<file path="config.mk">
export PLATFORM = sky130hd
export DESIGN_NAME = rw_bit_collector
export DESIGN_NICKNAME = d
export VERILOG_FILES = /design/src/rtl/rw_bit_collector_pkg.sv /design/src/rtl/rw_fwft_fifo.sv /design/src/rtl/rw_bit_collector.sv
export SDC_FILE = /design/constraint.sdc
export NUM_CORES = 1
export LEC_CHECK = 0
export CAP_MARGIN = 20
export CORE_UTILIZATION = 55
export CTS_BUF_LIST = sky130_fd_sc_hd__clkbuf_4
export DETAILED_ROUTE_END_ITERATION = 10
export GPL_ROUTABILITY_DRIVEN = 0
export PLACE_DENSITY_LB_ADDON = 0.2
export SYNTH_ARGS = -nofsm -noshare
export SYNTH_HDL_FRONTEND = slang
export SYNTH_SLANG_ARGS = --single-unit
</file>
<file path="constraint.sdc">
create_clock -name clk -period 4.58 [get_ports clk]
set_input_delay 0.916 -clock clk [delete_from_list [all_inputs] [get_ports clk]]
set_output_delay 0.916 -clock clk [all_outputs]
set_load 0.02 [all_outputs]
</file>
<file path="src/rtl/rw_bit_collector_pkg.sv">
// Shared types and sizing constants for the ReWire serial bit collector.
// Default word/depth sizes and derived counter widths.
package rw_bit_collector_pkg;

  localparam int DEF_WORD_W = 8;
  localparam int DEF_DEPTH  = 4;

  typedef logic [DEF_WORD_W-1:0] word_t;

  localparam int CNT_W = $clog2(DEF_WORD_W);
  localparam int LVL_W = $clog2(DEF_DEPTH) + 1;

endpackage

</file>
<file path="src/rtl/rw_fwft_fifo.sv">
// Generic first-word-fall-through FIFO with occupancy counter.
// Ports: push/din in, pop in, dout (0 when empty), empty, full, level.
module rw_fwft_fifo #(
  parameter int W     = 8,
  parameter int DEPTH = 4,
  parameter int LW    = $clog2(DEPTH) + 1
) (
  input  logic         clk,
  input  logic         rst,
  input  logic         push,
  input  logic [W-1:0] din,
  input  logic         pop,
  output logic [W-1:0] dout,
  output logic         empty,
  output logic         full,
  output logic [LW-1:0] level
);

  localparam int AW = $clog2(DEPTH);

  logic [W-1:0]  mem [DEPTH];
  logic [AW-1:0] wPtr;
  logic [AW-1:0] rPtr;
  logic [LW-1:0] cnt;
  logic          popOk;
  logic          pushOk;

  assign empty  = (cnt == '0);
  assign full   = (cnt == LW'(DEPTH));
  assign popOk  = pop && !empty;
  // a full FIFO still accepts a word when the head leaves on the same edge
  assign pushOk = push && (!full || popOk);
  assign dout   = empty ? '0 : mem[rPtr];
  assign level  = cnt;

  always_ff @(posedge clk) begin
    if (pushOk) mem[wPtr] <= din;
  end

  always_ff @(posedge clk or posedge rst) begin
    if (rst) begin
      wPtr <= '0;
      rPtr <= '0;
      cnt  <= '0;
    end else begin
      if (pushOk) wPtr <= wPtr + AW'(1);
      if (popOk)  rPtr <= rPtr + AW'(1);
      unique case ({pushOk, popOk})
        2'b10:   cnt <= cnt + LW'(1);
        2'b01:   cnt <= cnt - LW'(1);
        default: cnt <= cnt;
      endcase
    end
  end

endmodule

</file>
<file path="src/rtl/rw_bit_collector.sv">
// Collects a qualified serial bit stream into words and queues them.
// Ports: bit_in/bit_valid/sync_clr in; word_* valid/ready out; level, overflow.
module rw_bit_collector
  import rw_bit_collector_pkg::*;
#(
  parameter int WORD_W    = DEF_WORD_W,
  parameter int DEPTH     = DEF_DEPTH,
  parameter bit MSB_FIRST = 1'b1
) (
  input  logic                     clk,
  input  logic                     rst,
  input  logic                     bit_in,
  input  logic                     bit_valid,
  input  logic                     sync_clr,
  output logic [WORD_W-1:0]        word_data,
  output logic                     word_valid,
  input  logic                     word_ready,
  output logic [$clog2(DEPTH):0]   level,
  output logic                     overflow,
  input  logic                     clr_overflow
);

  localparam int CW = $clog2(WORD_W);
  localparam int LW = $clog2(DEPTH) + 1;

  logic [CW-1:0]     bitCnt;
  logic [WORD_W-1:0] shiftReg;
  logic [WORD_W-1:0] nextWord;
  logic [WORD_W-1:0] freshWord;
  logic              lastBit;
  logic              pushWord;
  logic              fifoEmpty;
  logic              fifoFull;
  logic              dropWord;

  always_comb begin
    nextWord  = '0;
    freshWord = '0;
    if (MSB_FIRST) begin
      nextWord     = {shiftReg[WORD_W-2:0], bit_in};
      freshWord[0] = bit_in;
    end else begin
      nextWord            = {bit_in, shiftReg[WORD_W-1:1]};
      freshWord[WORD_W-1] = bit_in;
    end
  end

  assign lastBit  = (bitCnt == CW'(WORD_W - 1));
  // resync takes priority: the bit on that edge starts a new word
  assign pushWord = bit_valid && !sync_clr && lastBit;
  assign dropWord = pushWord && fifoFull && !word_ready;

  always_ff @(posedge clk or posedge rst) begin
    if (rst) begin
      bitCnt   <= '0;
      shiftReg <= '0;
    end else if (sync_clr) begin
      bitCnt   <= bit_valid ? CW'(1) : '0;
      shiftReg <= bit_valid ? freshWord : '0;
    end else if (bit_valid) begin
      bitCnt   <= lastBit ? '0 : bitCnt + CW'(1);
      shiftReg <= nextWord;
    end
  end

  always_ff @(posedge clk or posedge rst) begin
    if (rst)               overflow <= 1'b0;
    else if (dropWord)     overflow <= 1'b1;
    else if (clr_overflow) overflow <= 1'b0;
  end

  rw_fwft_fifo #(
    .W     (WORD_W),
    .DEPTH (DEPTH),
    .LW    (LW)
  ) uFifo (
    .clk   (clk),
    .rst   (rst),
    .push  (pushWord),
    .din   (nextWord),
    .pop   (word_ready),
    .dout  (word_data),
    .empty (fifoEmpty),
    .full  (fifoFull),
    .level (level)
  );

  assign word_valid = !fifoEmpty;

endmodule

</file>
# [After elaboration in Yosys (flattened, before gate mapping)]
# Memory sizes are Yosys's and may differ from the RTL's.
# Index checks and enable logic that the tools add are counted.
# Widths: inputs -> output; s select.
[classes] add_sub_neg=5 n_eq_ne=4 muxes=13 reduce_logical=15
[ops] operator="$mux 7" n=2
[ops] operator="$mux 3" n=3
[ops] operator="$mux 8" n=1
[ops] operator="$add 3x1->3 const B" n=2
[ops] operator="$eq 3x3->1 const B" n=2
[ops] operator="$logic_and 1x1->1" n=6
[ops] operator="$mux 1" n=6
[ops] operator="$pmux 3 s2" n=1
[ops] operator="$reduce_bool 2->1" n=3
[ops] operator="$add 2x1->2 const B" n=2
[ops] operator="$logic_not 1->1" n=4
[ops] operator="$logic_not 3->1" n=1
[ops] operator="$sub 3x1->3 const B" n=1
[ops] operator="$eq 2x1->1 const B" n=1
[ops] operator="$eq 2x2->1 const B" n=1
[ops] operator="$logic_or 1x1->1" n=1
[word_totals] ff_bits=18 ramBits=32 inputBits=7 out_inout_bits=13 elab_cells=44 mem_count=1
[memory_table] memory="uFifo.mem" words=4 word_bits=8 read_ports=1 rd_clocked_by_memory_dff=0 write_ports=1 line="rw_fwft_fifo.sv:21" rtl="logic [W-1:0] mem [DEPTH];"

# [Logic depth before layout (Yosys ltp)]
[logic_depth] ltp_word=7 depth_mapped=11 ltp_nobuf=11

# [Hierarchy]
# Synthesis repeated with hierarchy kept, for this count alone.
[hier_totals] cells_unflattened=134 hier_area_um2=2144.6
[modules_own_cells] module="rw_fwft_fifo" instances=1 cells_each=91 area_each_um2=1649.1 seq_area_each_um2=1136.1
[modules_own_cells] module="rw_bit_collector" instances=1 cells_each=43 area_each_um2=495.5 seq_area_each_um2=275.3

# [Worst setup path before layout]
# No wires, ideal clock.
[synth_timing] path_type="input -> register" from="input word_ready" to="register uFifo.cnt[2] (netlist: uFifo.level[2])" setup_ps=80 arrival_time_ps=2578 required_ps=4500 setup_slack_ps=1922 path_stages=9 path_buffers=0 path_cell_list="or4b_4 nor3b_4 inv_1 ha_1 inv_1 fa_1 xor2_1 nor2_1 xor2_1"
[synth_between] elab_chain_len=5 word_cells_on_any_way=7 cone_classes="eq/ne: 2; mux: 1; reduce/logical: 4"
[synth_lines] element="from (decl)" line="rw_bit_collector.sv:17" rtl="input logic word_ready,"
[synth_lines] element="$logic_and 1x1->1 *" line="rw_fwft_fifo.sv:30" rtl="assign popOk = pop && !empty;"
[synth_lines] element="$logic_or 1x1->1" line="rw_fwft_fifo.sv:32" rtl="assign pushOk = push && (!full || popOk);"
[synth_lines] element="$logic_and 1x1->1" line="rw_fwft_fifo.sv:32"
[synth_lines] element="$eq 2x1->1 / $eq 2x2->1 (equally long branches)" line="rw_fwft_fifo.sv:48" rtl="unique case ({pushOk, popOk})"
[synth_lines] element="$pmux 3 s2 / $reduce_bool 2->1 (equally long branches)"
[synth_lines] element="to (signal assigned)" line="rw_fwft_fifo.sv:49" rtl="2'b10: cnt <= cnt + LW'(1);"
[synth_lines] element="to (signal assigned)" line="rw_fwft_fifo.sv:50" rtl="2'b01: cnt <= cnt - LW'(1);"
[synth_lines] element="to (signal assigned)" line="rw_fwft_fifo.sv:51" rtl="default: cnt <= cnt;"
[synth_lines] element="to (decl)" line="rw_fwft_fifo.sv:24" rtl="logic [LW-1:0] cnt;"
# Mark *: on every way between the ends. The rest lies on a longest branch, timed or not.
# A chain may end at the register's enable or synchronous reset.

# [Worst setup path after layout]
[layout_timing] from="register uFifo.rPtr[0]" to="output word_data[6]"
[layout_between] elab_chain_len=2
[layout_lines] element="from (decl)" line="rw_fwft_fifo.sv:23" rtl="logic [AW-1:0] rPtr;"
[layout_lines] element="from (signal assigned)" line="rw_fwft_fifo.sv:47" rtl="if (popOk) rPtr <= rPtr + AW'(1);"
[layout_lines] element="$mem_v2 4x8"
[layout_lines] element="$mux 8" line="rw_fwft_fifo.sv:33" rtl="assign dout = empty ? '0 : mem[rPtr];"
[layout_lines] element="to (decl)" line="rw_bit_collector.sv:15" rtl="output logic [WORD_W-1:0] word_data,"
# Every way passes these cells.

==> results.yml <==
placement:
  placed_area_um2: 2340
  dpl.cell_count: 193
  dpl.hpwl_um: 2180
  port_buffers: 19
detailed_routing:
  drt_pass1_iterations: 4
  num_vias: 1077
  wl_per_cell_um: 15.8
  drt_iter0_drc: 33
  antenna_left: 0
  drc: 0
  drt_wl_total_um: 3180
  vias_per_cell: 5.36
setup_path:
  critPathLaunchType: "flop"
  r2r_start: "uFifo.level[0]"
  worstSetupEndpointType: "output port"
  r2r_cells: 9
  cp_max_fo: 10
  critPathBufInv: 1
  reg2reg_slack_ns: 2.20
  critPathRequiredTime_ns: 3.66
  crit_family: "flip-flops"
  arrival_ns: 2.39
  r2r_end: "uFifo.level[2]"
  crit_chain: "mux4_2 -> and2_1 -> clkdlybuf4s50_1"
  worst_path_largest_cell_delay_ns: 0.75
  crit_path_top_delay_cell: "dfrtp_1"
  worst-setup-path-type: "reg -> out"
floorplanning:
  die_w_um: 64.0
  die-area_um2: 4100
  fp.dieH_um: 64.0
  start_util_pct: 57.8
  core_region_area_um2: 3660
  ioPinCount: 20
  row_count: 22
sta:
  worst_pin_slew_ns: 0.662
  hold_viol: 0
  min_period_ns: 3.31
  setup_viol: 0
  period_share_pct: 72.3
  maxSlewHeadroom_pct: 55.8
  drv_slew: 0
  final.setup_skew_ns: 0.00723
  fmax_mhz: 302
  rsz0062_at_grt: "no"
  setup_tns_ns: 0
  fin_hold_ws_ns: 0.523
logic_synthesis:
  syn_area_per_cell_um2: 16.1
  synth_area_um2: 2110
  synthCells: 131
  synth_cell_types: 22
  ys.warnings.count: 0
  synth_seq_cells: 50
  synth_compound_area_share_pct: 0.888
  synth_xor_area_share_pct: 2.49
  yosys.area_share.adder_pct: 5.09
  synthMuxAreaShare_pct: 13.5
  synth_top_family_by_area: "multiplexers"
  yosys.area_share.simple_pct: 8.88
  yosysSeqAreaShare_pct: 66.7
  syn_nets: 146
grt:
  grtUsageTotal_pct: 17.9
  antenna_found_initial: 0
  grt_pass1_wl_um: 5130
  grt-ovfl-total: 0
  grt_pass1_vias: 1072
  grt_max_degree: 19
final_layout:
  num_antenna_cells: 0
  final_area_um2: 2430
  layout-drive-gt1-share_pct: 12.4
  n_fill_cell: 258
  fin_cells: 201
  fin_nets: 167
  area_growth_pct: 14.7
clocking:
  postCtsSetupBuffers: 0
  ctsHtreeMaxLevel: 2
  cts_sinks: 50
  cts_buffer_depth: 2
  clkTransAtPathRegs_ns: 0.14
  numCtsBuffers: 5
  insertion_delay_ns: 0.37
  postCtsHoldBufs: 0
  cts_resized: 0
  cts_tree: "built"
  cts-root-buf: "clkbuf_4"
hold_path:
  holdCritPathClass: "reg -> reg"
  hp-start: "uFifo.level[2]"
  whs_endpoint: "uFifo.level[2]"
  hold_path_depth: 1
pwr:
  power_mw: 1.18
  p_leak_nw: 0.964
  power.density_nw_per_um2: 485
  ir_drop_mv: 0.235
run:
  maxCapViolations: 0
status:
  status: "finished, final reports clean"
[through the flow]
stage / utilization [%] / setup WS (ns)
after floorplan: - / 1.92
after global placement: 64.0 / 1.31
after detailed placement: 64.0 / 1.20
after CTS: 66.3 / 1.21
after global routing: 66.3 / 1.12
final: 66.3 / 1.27
[placed cells by master, fill, tap and decap left out]
master,synthesis,final
and2_1,13,13
bufinv_16,0,1
clkbuf_4,0,5
clkdlybuf4s50_1,0,19
clkinvlp_4,0,2
dfrtp_1,18,18
edfxtp_1,32,32
fa_1,1,1
ha_1,7,7
inv_1,8,8
mux2_4,1,1
mux2i_1,9,9
mux4_2,8,8
nand2_1,4,4
nand2b_1,1,1
nand3_1,1,1
nor2_1,11,11
nor3b_4,1,1
o21ai_0,2,2
o32ai_1,1,1
or3_1,1,1
or4b_4,1,1
xnor2_1,3,3
xor2_1,3,3
[final cells by class]
cell class,count,area (um2),area share (%)
sequential,50,1410,58.2
multi-input combinational,68,652,26.9
timing repair buffer,19,190,7.84
tap,48,60.1,2.48
clock inverter,3,45.0,1.86
clock buffer,5,37.5,1.55
inverter,8,30.0,1.24
[worst register-to-register path: stages (launching register included)]
cell	delay (ns)
dfrtp_1	0.45
or4b_4	0.57
nor3b_4	0.20
inv_1	0.09
ha_1	0.17
inv_1	0.06
fa_1	0.37
xor2_1	0.15
nor2_1	0.11
xor2_1	0.15
[synth_stat cells, drive strengths merged]
library cell,count,area share [%]
edfxtp,32,45
dfrtp,18,21
and2,13,3.8
nor2,11,2.0
mux2i,9,4.3
inv,8,1.4
mux4,8,8.5
ha,7,4.1
nand2,4,0.71
clkbuf,3,0.53
xnor2,3,1.2
xor2,3,1.2
buf,2,0.47
o21ai,2,0.47
fa,1,0.95
mux2,1,0.71
nand2b,1,0.30
nand3,1,0.24
nor3b,1,0.89
o32ai,1,0.41
or3,1,0.30
or4b,1,0.65
[power breakdown]
group | leakage (nW) | internal, mW | switching (mW) | total (mW)
Clock | 0.0374 | 0.115 | 0.137 | 0.252
Combinational | 0.376 | 0.204 | 0.151 | 0.355
Sequential | 0.550 | 0.506 | 0.0625 | 0.569
Total | 0.964 | 0.825 | 0.351 | 1.18
[sequential cells by signal (all words and copies together) (netlist names)]
register and flops:
uFifo.level 3, uFifo.wPtr 2, bitCnt 3, overflow 1, uFifo.mem 32, uFifo.rPtr 2, shiftReg 7
[logic make-up (layout without fill, tap and decap cells)]
logic type                 count (synthesis)  in the layout
and+or+nand+nor                           33             33
buffers and inverters                     13             35
adders and majority gates                  8              8
xor gates and xnor gates                   6              6
muxes                                     18             18
DFF                                       50             50
AOI/OAI and AO/OA                          3              3
[how the worst max path moves through the flow]
| stage | from | endpoint | slack, ns | depth (start not counted) |
|---|---|---|---|---|
| after detailed placement | bit_valid | uFifo.level[1] | 1.20 | 8 |
| after global placement | bit_valid | uFifo.level[2] | 1.31 | 10 |
| final | uFifo.rPtr[0] | word_data[6] | 1.27 | 3 |
| after CTS | uFifo.rPtr[0] | word_data[3] | 1.21 | 3 |
| after floorplan | word_ready | uFifo.level[2] | 1.92 | 9 |
| after global routing | uFifo.rPtr[0] | word_data[6] | 1.12 | 3 |
[metal layers]
| metal | track usage (%) | wire length, um |
|---|---|---|
| met2 | 29.9 | 1590 |
| met4 | 9.38 | 75 |
| met3 | 3.21 | 105 |
| met5 | 0 | 0 |
| met1 | 22.3 | 1410 |
(Power assumes the default switching activity.)
